$ cat config.mk
export PLATFORM = sky130hd
export DESIGN_NAME = burp_fetch_unit
export DESIGN_NICKNAME = d
export VERILOG_FILES = /design/src/rtl/burp_fetch_unit_pkg.sv /design/src/rtl/burp_fetch_unit_pc.sv /design/src/rtl/burp_fetch_unit.sv
export SDC_FILE = /design/constraint.sdc
export NUM_CORES = 1
export LEC_CHECK = 0
export ABC_AREA = 0
export CORE_MARGIN = 3
export CORE_UTILIZATION = 42
export DETAILED_ROUTE_END_ITERATION = 10
export PLACE_DENSITY = 0.74
export SYNTH_ARGS = -nofsm -noshare
export SYNTH_HDL_FRONTEND = slang
export SYNTH_HIERARCHICAL = 1
export SYNTH_SLANG_ARGS = --single-unit
$ cat constraint.sdc
create_clock -name clk -period 1.85 [get_ports clk]
set_input_delay 0.185 -clock clk [delete_from_list [all_inputs] [get_ports clk]]
set_output_delay 0.185 -clock clk [all_outputs]
set_load 0.02 [all_outputs]
$ cat src/rtl/burp_fetch_unit_pkg.sv
// burp_fetch_unit_pkg: opcode values, instruction field positions and fetch state codes shared by the BURP fetch stage
package burp_fetch_unit_pkg;
  localparam logic [3:0] OP_JMP = 4'hE;
  localparam logic [3:0] OP_JC  = 4'hF;
  localparam int OPC_W = 4;
  typedef enum logic [1:0] {FETCH, EXT, ISSUE, HALT} fetch_state_t;
  function automatic logic is_two_byte(input logic [OPC_W-1:0] op);
    return op == OP_JMP || op == OP_JC;
  endfunction
endpackage

$ cat src/rtl/burp_fetch_unit_pc.sv
// burp_fetch_unit_pc: program counter with reset-to-RESET_PC, load and modulo-2^ADDR_W increment (ports: clk, reset, load, inc, load_addr, pc)
module burp_fetch_unit_pc #(
  parameter int ADDR_W = 8,
  parameter logic [ADDR_W-1:0] RESET_PC = '0
) (
  input  logic              clk,
  input  logic              reset,
  input  logic              load,
  input  logic              inc,
  input  logic [ADDR_W-1:0] load_addr,
  output logic [ADDR_W-1:0] pc
);
  always_ff @(posedge clk)
    if (reset) pc <= RESET_PC;
    else if (load) pc <= load_addr;
    else if (inc) pc <= pc + ADDR_W'(1);
endmodule

$ cat src/rtl/burp_fetch_unit.sv
// burp_fetch_unit: BURP fetch stage; drives rom_addr from the PC, assembles 1/2-byte instructions, resolves JMP locally, takes execute redirects, issues to decode via instr_valid/instr_ready; optional FETCH_HALT_ON_BLANK_EN halts on opcode byte 8'hFF (halted output)
module burp_fetch_unit
  import burp_fetch_unit_pkg::*;
#(
  parameter int ADDR_W = 8,
  parameter int DATA_W = 8,
  parameter logic [ADDR_W-1:0] RESET_PC = 8'h00
) (
  input  logic              clk,
  input  logic              reset,
  output logic [ADDR_W-1:0] rom_addr,
  input  logic [DATA_W-1:0] rom_data,
  output logic              instr_valid,
  input  logic              instr_ready,
  output logic [3:0]        instr_opcode,
  output logic [3:0]        instr_operand,
  output logic [ADDR_W-1:0] instr_target,
  output logic [ADDR_W-1:0] instr_pc,
  input  logic              redirect_en,
  input  logic [ADDR_W-1:0] redirect_addr,
  output logic              halted
);
  fetch_state_t state;
  logic [DATA_W-1:0] ir;
  logic [ADDR_W-1:0] pc, tgt, ipc, pc_next;
  logic pc_load, pc_inc, redir, blank;
`ifdef FETCH_HALT_ON_BLANK_EN
  assign blank = state == FETCH && rom_data == '1;
  assign halted = state == HALT;
`else
  assign blank = 1'b0;
  assign halted = 1'b0;
`endif
  // HALT is only left through reset, so redirects are dropped there
  assign redir = redirect_en && state != HALT;
  always_comb begin
    pc_load = redir || (state == EXT && ir[DATA_W-1 -: 4] == OP_JMP);
    pc_next = redir ? redirect_addr : ADDR_W'(rom_data);
    pc_inc = (state == FETCH && !blank) || state == EXT;
  end
  burp_fetch_unit_pc #(.ADDR_W(ADDR_W), .RESET_PC(RESET_PC)) u_pc (
    .clk(clk), .reset(reset), .load(pc_load), .inc(pc_inc), .load_addr(pc_next), .pc(pc)
  );
  always_ff @(posedge clk)
    if (reset) begin
      state <= FETCH;
      ir <= '0;
      tgt <= '0;
      ipc <= '0;
    end else if (redir) state <= FETCH;
    else
      case (state)
        FETCH: begin
          ir <= rom_data;
          ipc <= pc;
          tgt <= '0;
          state <= blank ? HALT : is_two_byte(rom_data[DATA_W-1 -: 4]) ? EXT : ISSUE;
        end
        EXT: begin
          tgt <= ADDR_W'(rom_data);
          state <= ir[DATA_W-1 -: 4] == OP_JMP ? FETCH : ISSUE;
        end
        ISSUE: state <= instr_ready ? FETCH : ISSUE;
        default: state <= state;
      endcase
  assign rom_addr = pc;
  assign instr_valid = state == ISSUE;
  assign instr_opcode = ir[DATA_W-1 -: 4];
  assign instr_operand = ir[3:0];
  assign instr_target = tgt;
  assign instr_pc = ipc;
endmodule

# Yosys cells after proc, flatten, opt, wreduce, memory -nomap -nowiden
# Cells that the tools add are included.
[word_totals]
ff_bits = 34
in_bits = 20
output_inout_bits = 34
elab_cells = 33
[op_classes]
n_reduce_logical = 12
addsub = 1
bitwise_logic = 1
muxes = 8
n_eq_ne = 6
[op_table]
columns = ["operator", "count"]
rows = [
  ["two-way mux 8 bit", 3],
  ["one-hot mux 8 bit (2 select lines)", 1],
  ["== test 4 bit (second input constant)", 3],
  ["adder 8 x 1 -> 8 bit (second input constant)", 1],
  ["two-way mux 2 bit", 3],
  ["one-hot mux 2 bit (3 select lines)", 1],
  ["AND reduction 2 bit", 2],
  ["nonzero test 2 bit", 2],
  ["logical OR 1 bit", 3],
  ["nonzero test 3 bit", 1],
  ["== test 2 x 1 -> 1 bit (second input constant)", 1],
  ["== test 2 bit (second input constant)", 1],
  ["logical AND 1 bit", 2],
  ["logical NOT 2 bit", 1],
  ["inequality test 2 bit (second input constant)", 1],
  ["OR reduction 2 bit", 1],
  ["inverter 1 bit", 1],
]

# Depth between registers and ports, before layout
[logic_depth]
word_depth = 4
mapped_depth = 9
depth_no_buf = 7

# Hierarchy
# The synthesis kept the hierarchy.
[modules_own_cells]
columns = ["mod", "area_each_um2", "cells_per_inst", "n_inst", "seq_area_each_um2"]
rows = [
  ["burp_fetch_unit", 1348.8, 163, 1, 520.5],
  ["burp_fetch_unit_pc", 464.2, 53, 1, 160.2],
]

# Worst setup path after synthesis
# Ideal clock, no wire load.
[synth_path]
path_type = "reg-to-reg"
start = "register state[1]"
end = "register u_pc.pc[7]"
stages_incl_launch_ff = 9
path_slack_ns = -0.155
setup_ns = 0.079
n_path_buf = 2
required_time_ns = 1.771
t_arrival_ns = 1.926
synth_period_minus_slack_ns = 2.005
cell_sequence = "dfxtp_1 > ha_1 > nand2b_1 > buf_4 > buf_2 > o21ai_0 > or3b_1 > or4_1 > o211ai_1"
[synth_between]
elab_chain_len = 4
[synth_rtl]
columns = ["element", "line", "rtl"]
rows = [
  ["from (decl)", "burp_fetch_unit.sv:23", "fetch_state_t state;"],
  ["from (signal assigned)", "burp_fetch_unit.sv:57", "state <= blank ? HALT : is_two_byte(rom_data[DATA_W-1 -: 4]) ? EXT : ISSUE;"],
  ["from (signal assigned)", "burp_fetch_unit.sv:61", "state <= ir[DATA_W-1 -: 4] == OP_JMP ? FETCH : ISSUE;"],
  ["from (signal assigned)", "burp_fetch_unit.sv:63", "ISSUE: state <= instr_ready ? FETCH : ISSUE;"],
  ["inequality test 2 bit / == test 2 x 1 -> 1 bit (equally long branches)", "burp_fetch_unit.sv:35, burp_fetch_unit.sv:37", ""],
  ["logical AND 1 bit, on equally long branches", "burp_fetch_unit.sv:35, burp_fetch_unit.sv:37", ""],
  ["logical OR 1 bit (*)", "burp_fetch_unit.sv:37", "pc_load = redir || (state == EXT && ir[DATA_W-1 -: 4] == OP_JMP);"],
  ["via pc_load", "burp_fetch_unit.sv:26", "logic pc_load, pc_inc, redir, blank;"],
  ["two-way mux 8 bit / nonzero test 2 bit (equally long branches)", "--", ""],
  ["to (signal assigned)", "burp_fetch_unit_pc.sv:15", "else if (load) pc <= load_addr;"],
  ["to (signal assigned)", "burp_fetch_unit_pc.sv:16", "else if (inc) pc <= pc + ADDR_W'(1);"],
  ["to (decl)", "burp_fetch_unit_pc.sv:11", "output logic [ADDR_W-1:0] pc"],
]
# The timed path passes the listed nets; every way through them passes the cells marked *.
# A chain may end at the register's enable or synchronous reset.

# Worst setup path in the final report
[layout_path]
start = "register state[1]"
end = "register u_pc.pc[5]"
# Same word-level chain as after synthesis.

==> results_dict.tcl <==
set metrics [dict create \
    finalClockSkew_ns 0.006354 \
    die_w_um 71.70 \
    io_buffers 52 \
    cts_num_sinks 34 \
    postSynthCellCount 216 \
    use_met2 0.2969 \
    finalSetupViolCount 0 \
    hp-class "flip-flop to flip-flop" \
    fin_crit_sh 0.9276 \
    ys.warnings.count 6 \
    gp_congestion 0.7907 \
    start_util 0.4437 \
    syn_to_final_growth_pct 37.34 \
    yosysTopAreaCellShare 0.3754 \
    gr-usage-met1 0.2504 \
    clock_latency_ns 0.28 \
    synth_top_area_cell "dfxtp_1" \
    p_switching_mw 0.5125 \
    die_height_um 71.70 \
    viasPerCell 5.377 \
    die_area_mm2 0.005141 \
    core_mm2 0.004086 \
    intPower_mw 1.240 \
    grt_pass1_vias 1544 \
    track_usage 0.1881 \
    maxSlewViolCount 0 \
    final_core_util 0.6093 \
    leakage_nw 0.8788 \
    synth_cell_type_count 39 \
    power.total_mw 1.752 \
    p_seq_frac 0.462 \
    drc 0 \
    num_vias 1699 \
    final_hold_viol_count 0 \
    worst-path-max-fanout 5 \
    rows 23 \
    fin_crit_ns 1.716 \
    ioPinCount 54 \
    htreeDepth 2 \
    clk_path_buf_depth 2 \
    grt_pass1_wl_um 7659 \
    post_cts_resized 0 \
    cts_root_buf "clkbuf_8" \
    final_nets 292 \
    antenna_cells 0 \
    synthesis.area_mm2 0.001813 \
    cp-start-kind "flip-flop" \
    fin_tns_setup_ns 0 \
    ys_seq_area_frac 0.3754 \
    post_cts_buffers 0 \
    arrival_ns 1.93 \
    whs_path_depth 2 \
    synth_nets 242 \
    outcome "finished, final reports clean" \
    end_kind "flip-flop" \
    layout-drive-gt1-share 0.1880 \
    pwr-share-clk 0.318 \
    ys_ff_latch 34 \
    met3_usage 0.04769 \
    criticalPathCategory "flip-flop to flip-flop" \
    cellPowerDensity_mw_per_mm2 703.7 \
    numCtsBuffers 5 \
    worst_setup_hold_path_clk_slew_ns 0.07 \
    cp.required_ns 2.06 \
    wl_per_cell_um 15.11 \
    cts_tree "yes" \
    antenna_found_initial 0 \
    rsz0062_at_grt "no" \
    ant_nets 0 \
    syn-mean-instance-area_um2 8.393 \
    yosys-top-cells-area "dfxtp_1 38%, nand3_1 7.5%, nand2_1 5.6%" \
    grt_max_degree 37 \
    rr_worst_depth 7 \
    dp_hpwl_um 3416 \
    vdd_ir_drop_max_mv 0.5256 \
    grt_overflow 0 \
    combPwrFrac 0.220 \
    fmax_ghz 0.5827 \
    max_cap_viol_count 0 \
    routed_wl_um 4775 \
    cts_hold_buf 0 \
    dr.pass1.iters 4 \
    drt_iter0_drc 117 \
    p_sw_frac 0.2925 \
    grt-busiest-layer "met2" \
    final_common_cell "clkdlybuf4s50_1" \
    layout_common_cells "52 x clkdlybuf4s50_1, 32 x dfxtp_1, 27 x nand2_1, 27 x nand3_1, 17 x a21oi_1" \
]
## state kept, by name, summed over array words and instances, names as in the netlist
| register | cells |
|---|---|
| state | 2 |
| u_pc/pc | 8 |
| instr_pc | 8 |
| instr_target | 8 |
| ir | 8 |
## kinds of logic after synthesis
kind of cell	count (synthesis)	synth area share
mux	3	0.01725
flops	34	0.3754
compound gates	65	0.2464
simple gates	75	0.2022
fa+ha+maj	6	0.04141
buf+inv	28	0.09592
other cells	1	0.002068
xor+xnor	4	0.01932
## area by class of cell
type | count | area (um^2)
timing repair buffer | 62 | 608.1
clock buffer | 7 | 86.33
tap | 50 | 62.56
fill | 357 | 1597
inverter | 9 | 38.79
multi-input combinational | 154 | 1006
sequential | 34 | 688.2
## per-stage QoR
stage | setup WS, ns | std cells | instance area (um^2) | hold slack (ns)
6_report | 0.1339 | 316 | 2490 | 0.4638
5_1_grt | 0.07684 | 316 | 2490 | 0.4835
4_1_cts | 0.1217 | 316 | 2490 | 0.4645
3_5_place_dp | 0.02633 | 309 | 2404 | 0.4555
3_3_place_gp | 0.05095 | 309 | 2404 | 0.4536
2_1_floorplan | 0.007990 | 216 | 1887 | 0.3327
## critical path, stage by stage, from the launching register on
cell and delay, ns:
dfxtp_4 0.39, inv_4 0.05, ha_4 0.17, inv_1 0.05, o21ai_1 0.07, or3b_1 0.35
or4_1 0.47, o211ai_1 0.09
## synth_stat cells, drive strengths merged
library cell,count
a21oi,27
ha,6
o21ai,25
a221o,1
nor2,7
a2111oi,1
buf,17
mux2,1
o211ai,4
xor2,4
inv,9
o21a,1
a41oi,1
nand4b,1
nand2,27
nor2b,1
or4,2
a31o,1
nor3b,3
nand4,3
nor3,2
conb,1
nand2b,1
o31a,1
mux2i,2
or3b,1
clkbuf,2
a211oi,3
nand3,27
dfxtp,34
## layer usage
layer | wire, um | vias to the layer above
li1 | - | 855
met1 | 2187 | 786
met2 | 2219 | 49
met3 | 275 | 9
met4 | 93 | 0
met5 | 0 | -
## final timing paths
check / start / endpoint / slack (ns)
worst max register to register: state[1] / u_pc/pc[5] / 0.13
worst min register to register: instr_pc[7] / instr_pc[7] / 0.46
worst min-delay path: instr_pc[7] / instr_pc[7] / 0.46
worst max-delay path: state[1] / u_pc/pc[5] / 0.13
## power by group through the flow
stage / registers, mW / clock network (mW) / logic [mW]
final: 0.810 / 0.557 / 0.385
after global routing: 0.816 / 0.598 / 0.417
after CTS: 0.810 / 0.574 / 0.387
after detailed placement: 0.827 / 0 / 0.385
after global placement: 0.826 / 0 / 0.381
after floorplan: 0.860 / 0 / 0.198
No activity file was read; power rests on OpenSTA's default activity.
